`config.mk`:
```
export PLATFORM = sky130hd
export DESIGN_NAME = exc_irq_ctrl
export DESIGN_NICKNAME = d
export VERILOG_FILES = /design/src/rtl/exc_irq_ctrl.sv
export SDC_FILE = /design/constraint.sdc
export NUM_CORES = 1
export LEC_CHECK = 0
export CORE_MARGIN = 1
export CORE_UTILIZATION = 35
export DETAILED_ROUTE_END_ITERATION = 12
export SLEW_MARGIN = 20
export SYNTH_ARGS = -nofsm -noshare
export SYNTH_HDL_FRONTEND = slang
export SYNTH_SLANG_ARGS = --single-unit
```
`constraint.sdc`:
```
create_clock -name clk -period 1.55 [get_ports clk]
set_input_delay 0.155 -clock clk [delete_from_list [all_inputs] [get_ports clk]]
set_output_delay 0.155 -clock clk [all_outputs]
set_load 0.02 [all_outputs]
```
`src/rtl/exc_irq_ctrl.sv`:
```
// exc_irq_ctrl: exception/interrupt controller for the LEGv8 core.
// Edge-latches N_IRQ external lines plus the decoder's invalid-opcode flag,
// presents one prioritised request (exc/estatus) until exc_ack, then tracks
// the handler until eret and pulses a per-channel acknowledge.
// Optional build macro: EXC_IRQ_MASK_EN adds a writable per-channel enable mask.
module exc_irq_ctrl #(
   parameter int N_IRQ = 4,
   parameter int ESW   = 4
) (
   input  logic             clk,
   input  logic             reset,
   input  logic [N_IRQ-1:0] irq,
   input  logic             not_an_instr,
   input  logic             eret,
   input  logic             exc_ack,
`ifdef EXC_IRQ_MASK_EN
   input  logic             mask_we,
   input  logic [N_IRQ-1:0] mask_wdata,
   output logic [N_IRQ-1:0] irq_mask,
`endif
   output logic             exc,
   output logic [ESW-1:0]   estatus,
   output logic [N_IRQ-1:0] ext_iack,
   output logic             busy,
   output logic             double_fault
);

   typedef enum logic [1:0] {S_IDLE, S_PEND, S_BUSY} state_t;

   state_t           state_q, state_d;
   logic [N_IRQ-1:0] irq_q, irq_d;
   logic [N_IRQ-1:0] pending_q, pending_d;
   logic             exc_q, exc_d;
   logic [ESW-1:0]   estatus_q, estatus_d;
   logic [N_IRQ-1:0] iack_q, iack_d;
   logic             busy_q, busy_d;
   logic             dfault_q, dfault_d;
   logic [N_IRQ-1:0] mask_eff;

   logic [N_IRQ-1:0] rise;
   logic [N_IRQ-1:0] enabled;
   logic [N_IRQ-1:0] ack_onehot;
   logic [N_IRQ-1:0] pend_clr;
   logic             win_valid;
   logic [ESW-1:0]   win_code;

`ifdef EXC_IRQ_MASK_EN
   logic [N_IRQ-1:0] mask_q, mask_d;

   // Mask register: software write takes effect on the next edge
   always_comb begin
      mask_d = mask_q;
      if (mask_we) mask_d = mask_wdata;
   end

   assign mask_eff = mask_q;
   assign irq_mask = mask_q;
`else
   assign mask_eff = '1;
`endif

   // Winner selection: invalid opcode first, then lowest-index enabled pending line
   always_comb begin
      rise      = irq & ~irq_q;
      enabled   = pending_q & mask_eff;
      win_valid = 1'b0;
      win_code  = '0;
      if (not_an_instr) begin
         win_valid = 1'b1;
         win_code  = ESW'(1);
      end else begin
         for (int k = N_IRQ - 1; k >= 0; k--) begin
            if (enabled[k]) begin
               win_valid = 1'b1;
               win_code  = ESW'(k + 2);
            end
         end
      end
      // Channel owning the latched cause (all zero for the instruction cause)
      for (int k = 0; k < N_IRQ; k++) begin
         ack_onehot[k] = (estatus_q == ESW'(k + 2));
      end
   end

   // Handshake FSM and next-state of the request/status registers
   always_comb begin
      state_d   = state_q;
      exc_d     = exc_q;
      estatus_d = estatus_q;
      iack_d    = '0;
      busy_d    = busy_q;
      dfault_d  = dfault_q;
      pend_clr  = '0;
      case (state_q)
         S_IDLE: begin
            if (win_valid) begin
               state_d   = S_PEND;
               exc_d     = 1'b1;
               estatus_d = win_code;
            end
         end
         S_PEND: begin
            if (not_an_instr) dfault_d = 1'b1;
            if (exc_ack) begin
               state_d  = S_BUSY;
               exc_d    = 1'b0;
               busy_d   = 1'b1;
               iack_d   = ack_onehot;
               pend_clr = ack_onehot;
            end
         end
         S_BUSY: begin
            if (not_an_instr) dfault_d = 1'b1;
            if (eret) begin
               state_d   = S_IDLE;
               busy_d    = 1'b0;
               estatus_d = '0;
            end
         end
         default: state_d = S_IDLE;
      endcase
      // A fresh edge on the channel being acknowledged keeps it pending
      pending_d = (pending_q & ~pend_clr) | rise;
      irq_d     = irq;
   end

   // State registers; reset clears everything including an in-flight handshake
   always_ff @(posedge clk) begin
      if (reset) begin
         state_q   <= S_IDLE;
         irq_q     <= '0;
         pending_q <= '0;
         exc_q     <= 1'b0;
         estatus_q <= '0;
         iack_q    <= '0;
         busy_q    <= 1'b0;
         dfault_q  <= 1'b0;
      end else begin
         state_q   <= state_d;
         irq_q     <= irq_d;
         pending_q <= pending_d;
         exc_q     <= exc_d;
         estatus_q <= estatus_d;
         iack_q    <= iack_d;
         busy_q    <= busy_d;
         dfault_q  <= dfault_d;
      end
   end

`ifdef EXC_IRQ_MASK_EN
   // Mask resets to all channels enabled
   always_ff @(posedge clk) begin
      if (reset) mask_q <= '1;
      else       mask_q <= mask_d;
   end
`endif

   assign exc          = exc_q;
   assign estatus      = estatus_q;
   assign ext_iack     = iack_q;
   assign busy         = busy_q;
   assign double_fault = dfault_q;

endmodule

```
==> After elaboration in Yosys (flattened, before gate mapping) <==
Cells that the tools add are included.
{ "classes": {"div": 0, "n_mux": 25, "add_sub_neg": 0, "reduce_logical": 10, "eq_ne": 9, "n_mul": 0, "bitwise_logic": 5, "order_cmp": 0, "n_shift": 0} }
{ "ops": {"columns": ["operator", "count"], "rows": [
  ["2-to-1 mux 4 bit", 8],
  ["AND reduction 3 bit", 4],
  ["2-to-1 mux 1 bit", 9],
  ["bitwise AND 4 bit", 2],
  ["== test 4 x 2 -> 1 bit (second input constant)", 2],
  ["== test 4 x 3 -> 1 bit (second input constant)", 2],
  ["NOT 4 bit", 2],
  ["case mux 4 bit (2 select lines)", 1],
  ["2-to-1 mux 2 bit", 3],
  ["!= test 2 bit (second input constant)", 3],
  ["case mux 2 bit (3 select lines)", 1],
  ["nonzero test 2 bit", 3],
  ["OR 4 bit", 1],
  ["case mux 1 bit (2 select lines)", 2],
  ["2-to-1 mux 3 bit", 1],
  ["== test 2 x 1 -> 1 bit (second input constant)", 1],
  ["== test 2 bit (second input constant)", 1],
  ["logical NOT 2 bit", 1],
  ["AND reduction 2 bit", 1],
  ["OR reduction 2 bit", 1]
]} }
{ "word_totals": {"out_inout_bits": 11, "mem_bits_ro": 0, "inputBits": 9, "word_cells": 57, "register_bits": 21, "mem_bits_rw": 0, "latch_bits": 0, "mem_count": 0} }

==> Depth between registers and ports, before layout <==
{ "depth": {"ltp_word": 7, "ltp_mapped": 5, "ltp_nobuf": 5} }

==> Least setup slack after synthesis <==
Ideal clock, no wire load.
{ "synth_timing": {"kind": "register -> register", "startpoint": "register state_q[0]", "endpoint": "register estatus_q[0], in the netlist estatus[0]", "stages_incl_launch_ff": 6, "slack_ps": 175, "synth_period_minus_slack_ps": 1375, "t_arrival_ps": 1303, "required_ps": 1478, "path_cell_list": "dfxtp_1 -> inv_1 -> ha_1 -> nor2b_2 -> a211oi_4 -> mux2i_1"} }
{ "synth_via": {"elab_chain_len": 3, "word_cells_on_any_way": 7, "classes_between": "eq/ne (3); mux (1); reduce/logical (3)"} }
{ "synth_rtl": {"columns": ["item", "line", "source"], "rows": [
  ["start: declaration", "30", "state_t state_q, state_d;"],
  ["start signal: assignment", "139", "state_q <= state_d;"],
  ["== test 2 bit or logical NOT 2 bit (tied branches)", "94", "case (state_q)"],
  ["!= test 2 bit (no line) or nonzero test 2 bit (tied branches)", null, null],
  ["AND reduction 3 bit (no line)", null, null],
  ["end signal: assignment", "143", "estatus_q <= estatus_d;"],
  ["end: declaration", "34", "logic [ESW-1:0] estatus_q, estatus_d;"]
]} }
Parallel ways exist; a longest one is shown, timed or not.
A chain may end at the register's enable or synchronous reset.

==> Final worst setup path <==
{ "layout_timing": {"startpoint": "register estatus_q[1], in the netlist estatus[1]", "endpoint": "output estatus[1]"} }
{ "layout_rtl": {"columns": ["item", "line", "source"], "rows": [
  ["end: declaration", "22", "output logic [ESW-1:0] estatus,"]
]} }
No word-level cell between the ends.

==> impl_metrics.yaml <==
floorplanning:
  die_height_um: 52.5
  die_w_um: 52.5
  ios: 20
  core_area_um2: 2300
  start_util_pct: 38.8
  rows: 17
  die_area_um2: 2750
yosys:
  yosysSeqAreaShare_pct: 44.9
  yosysTopAreaCell: "dfxtp_1"
  synth-edff-count: 0
  ys_warn_count: 0
  ys_async_sr_fraction_pct: 0
  ys.flop_type: "dfxtp_1"
  synth_top_area_share_pct: 44.9
  synth.avg_cell_area_um2: 9.58
  syn_nets: 106
  yosys-top-cells-area: "dfxtp_1 (45%), ha_1 (5.6%), mux2i_1 (4.5%), nor2b_1 (4.2%), o21ai_0 (3.4%)"
  ys_ff_latch: 20
  synthDistinctLibCells: 30
  netlist_instances: 93
  netlist_area_um2: 891
clock_tree:
  cts_tree: "done"
  cts_hold_buf: 0
  insertion_delay_ps: 300
  clk_pin_slew_ps: 120
  htreeDepth: 1
  clk_root_buffer_cell: "clkbuf_4"
  numCtsBuffers: 3
  cts_buffer_depth: 2
  cts_num_sinks: 20
global_route:
  grt_max_degree: 12
  grt_pass1_wl_mm: 2.79
  use_met1_pct: 17.9
  grt_pass1_vias: 648
  grt_util_met2_pct: 21.1
  gr-max-usage-layer: "met2"
  grt_util_met3_pct: 3.48
  antenna_found_initial: 0
  track_usage_pct: 14.0
  grt_overflow: 0
sta:
  fmax_mhz: 685
  fin_crit_ps: 1460
  setup_viol: 0
  finalCritPeriodShare_pct: 94.2
  rsz0062_at_grt: "no"
  setup_tns_ps: 0
  hold_viol: 0
  skew_ps: 7.36
  final_max_slew_viol_count: 0
hold_path:
  hold_class: "in2reg"
  holdCritStartpoint: "irq[3]"
critical_path:
  worstSetupEndpointType: "primary output"
  crit_chain: "clkdlybuf4s50_1"
  crit_buf_inv: 1
  cpPeakStageDelay_ps: 610
  crit_start: "estatus[1]"
  worst_ep_arrival_time_ps: 1310
  slowest_stage: "clkdlybuf4s50_1"
  startpoint_type: "register"
  r2r_start: "state_q[0]"
  crit_type: "reg2out"
  crit_path_max_fanout: 4
  required_ps: 1390
  path_delay_family: "buffers and inverters"
finish:
  final_cell_mix: "dfxtp_1 (18), clkdlybuf4s50_1 (18), nand2_1 (7), buf_4 (7)"
  nNetsFinal: 134
  layout-drive-gt1-share_pct: 19.2
  antenna_cells: 0
  fillers: 232
  final_area_um2: 1200
  syn_to_final_growth_pct: 35.1
place:
  gp_congestion: 0.865
  port_buffers: 18
  placed_cell_area_um2: 1120
  hpwl_mm: 1.30
pwr:
  p_sw_share_pct: 32.4
  pwr-share-clk_pct: 20.4
  power.density_nw_per_um2: 1250
  total_power_mw: 1.50
  leakage_nw: 0.494
  p_int_mw: 1.02
  combPwrFrac_pct: 38.0
  sequentialPowerShare_pct: 41.6
  p_sw_mw: 0.487
  max-vdd-ir-drop_mv: 0.771
job:
  drv_cap: 0
detailed_routing:
  firstDrtPassIters: 4
  vias_per_cell: 4.85
  drc: 0
  via_count: 718
  drtIter0Drc: 9
  wire_per_inst_um: 11.8
  routed_wl_mm: 1.74
  ant_nets: 0
outcome:
  status: "completed"
==> Yosys cell counts, types with 2 or more instances <==
cell type / instances
a211o_1: 2
a21oi_1: 5
nor2b_1: 6
nand2b_1: 4
o21ai_0: 6
inv_1: 7
dfxtp_1: 20
mux2i_1: 4
nor2_1: 6
ha_1: 4
nor3_1: 3
nand2_1: 7
nand4b_1: 2
==> cell type report <==
type / count / area [µm²] / share of cell area [%]
inverter: 7 / 26.3 / 2.18
timing repair buffer: 25 / 233 / 19.3
clock buffer: 4 / 36.3 / 3.01
tap: 28 / 35.0 / 2.91
sequential: 20 / 403 / 33.5
multi-input combinational: 64 / 470 / 39.1
==> path summary, 6_finish.rpt <==
kind / slack [ps] / endpoint / depth (start not counted)
setup reg to reg: 90 / estatus[0] / 6
setup / recovery: 90 / estatus[1] / 1
hold / removal: 410 / enabled[3] / 3
hold reg to reg: 490 / double_fault / 2
==> logic make-up after synthesis <==
kind of cell	after synthesis	share of synthesized area [%]
flops	20	44.9
mux	4	4.49
simple gates	34	23.2
fa+ha+maj	4	5.62
compound gates	21	17.1
other cells	1	0.421
buf+inv	9	4.21
==> stage by stage <==
stage | worst slack [ps] | cells | hold slack [ps] | util [%]
floorplan | 175 | 93 | 227 | -
global placement | 91.2 | 141 | 458 | 49.0
detailed placement | 80.2 | 141 | 467 | 49.0
CTS | 46.7 | 145 | 408 | 50.5
global route | 8.05 | 148 | 414 | 52.4
finish | 89.5 | 148 | 412 | 52.4
==> power by group through the flow <==
| stage | registers, mW | logic, mW | clock network (mW) |
|---|---|---|---|
| 2_1_floorplan | 0.681 | 0.293 | 0 |
| 3_3_place_gp | 0.634 | 0.508 | 0 |
| 3_5_place_dp | 0.636 | 0.513 | 0 |
| 4_1_cts | 0.624 | 0.515 | 0.320 |
| 5_1_grt | 0.635 | 0.621 | 0.336 |
| 6_report | 0.626 | 0.571 | 0.306 |
==> flip-flops by register name (all words and copies together) (netlist names) <==
signal        flops
state_q           2
double_fault      1
irq_q             4
busy              1
ext_iack          4
exc               1
enabled           4
estatus           3
==> routing by layer <==
metal | up-vias | wire [µm]
met4 | 0 | 23
met3 | 4 | 55
li1 | 369 | -
met1 | 331 | 868
met2 | 14 | 796
met5 | - | 0
==> what timing repair did <==
action                                  4_1_cts  5_1_grt
buffers inserted                              0        3
gates resized for setup                       0        7
endpoints found under the setup margin        0        4
Note: power is estimated with default switching activity, not from simulation.
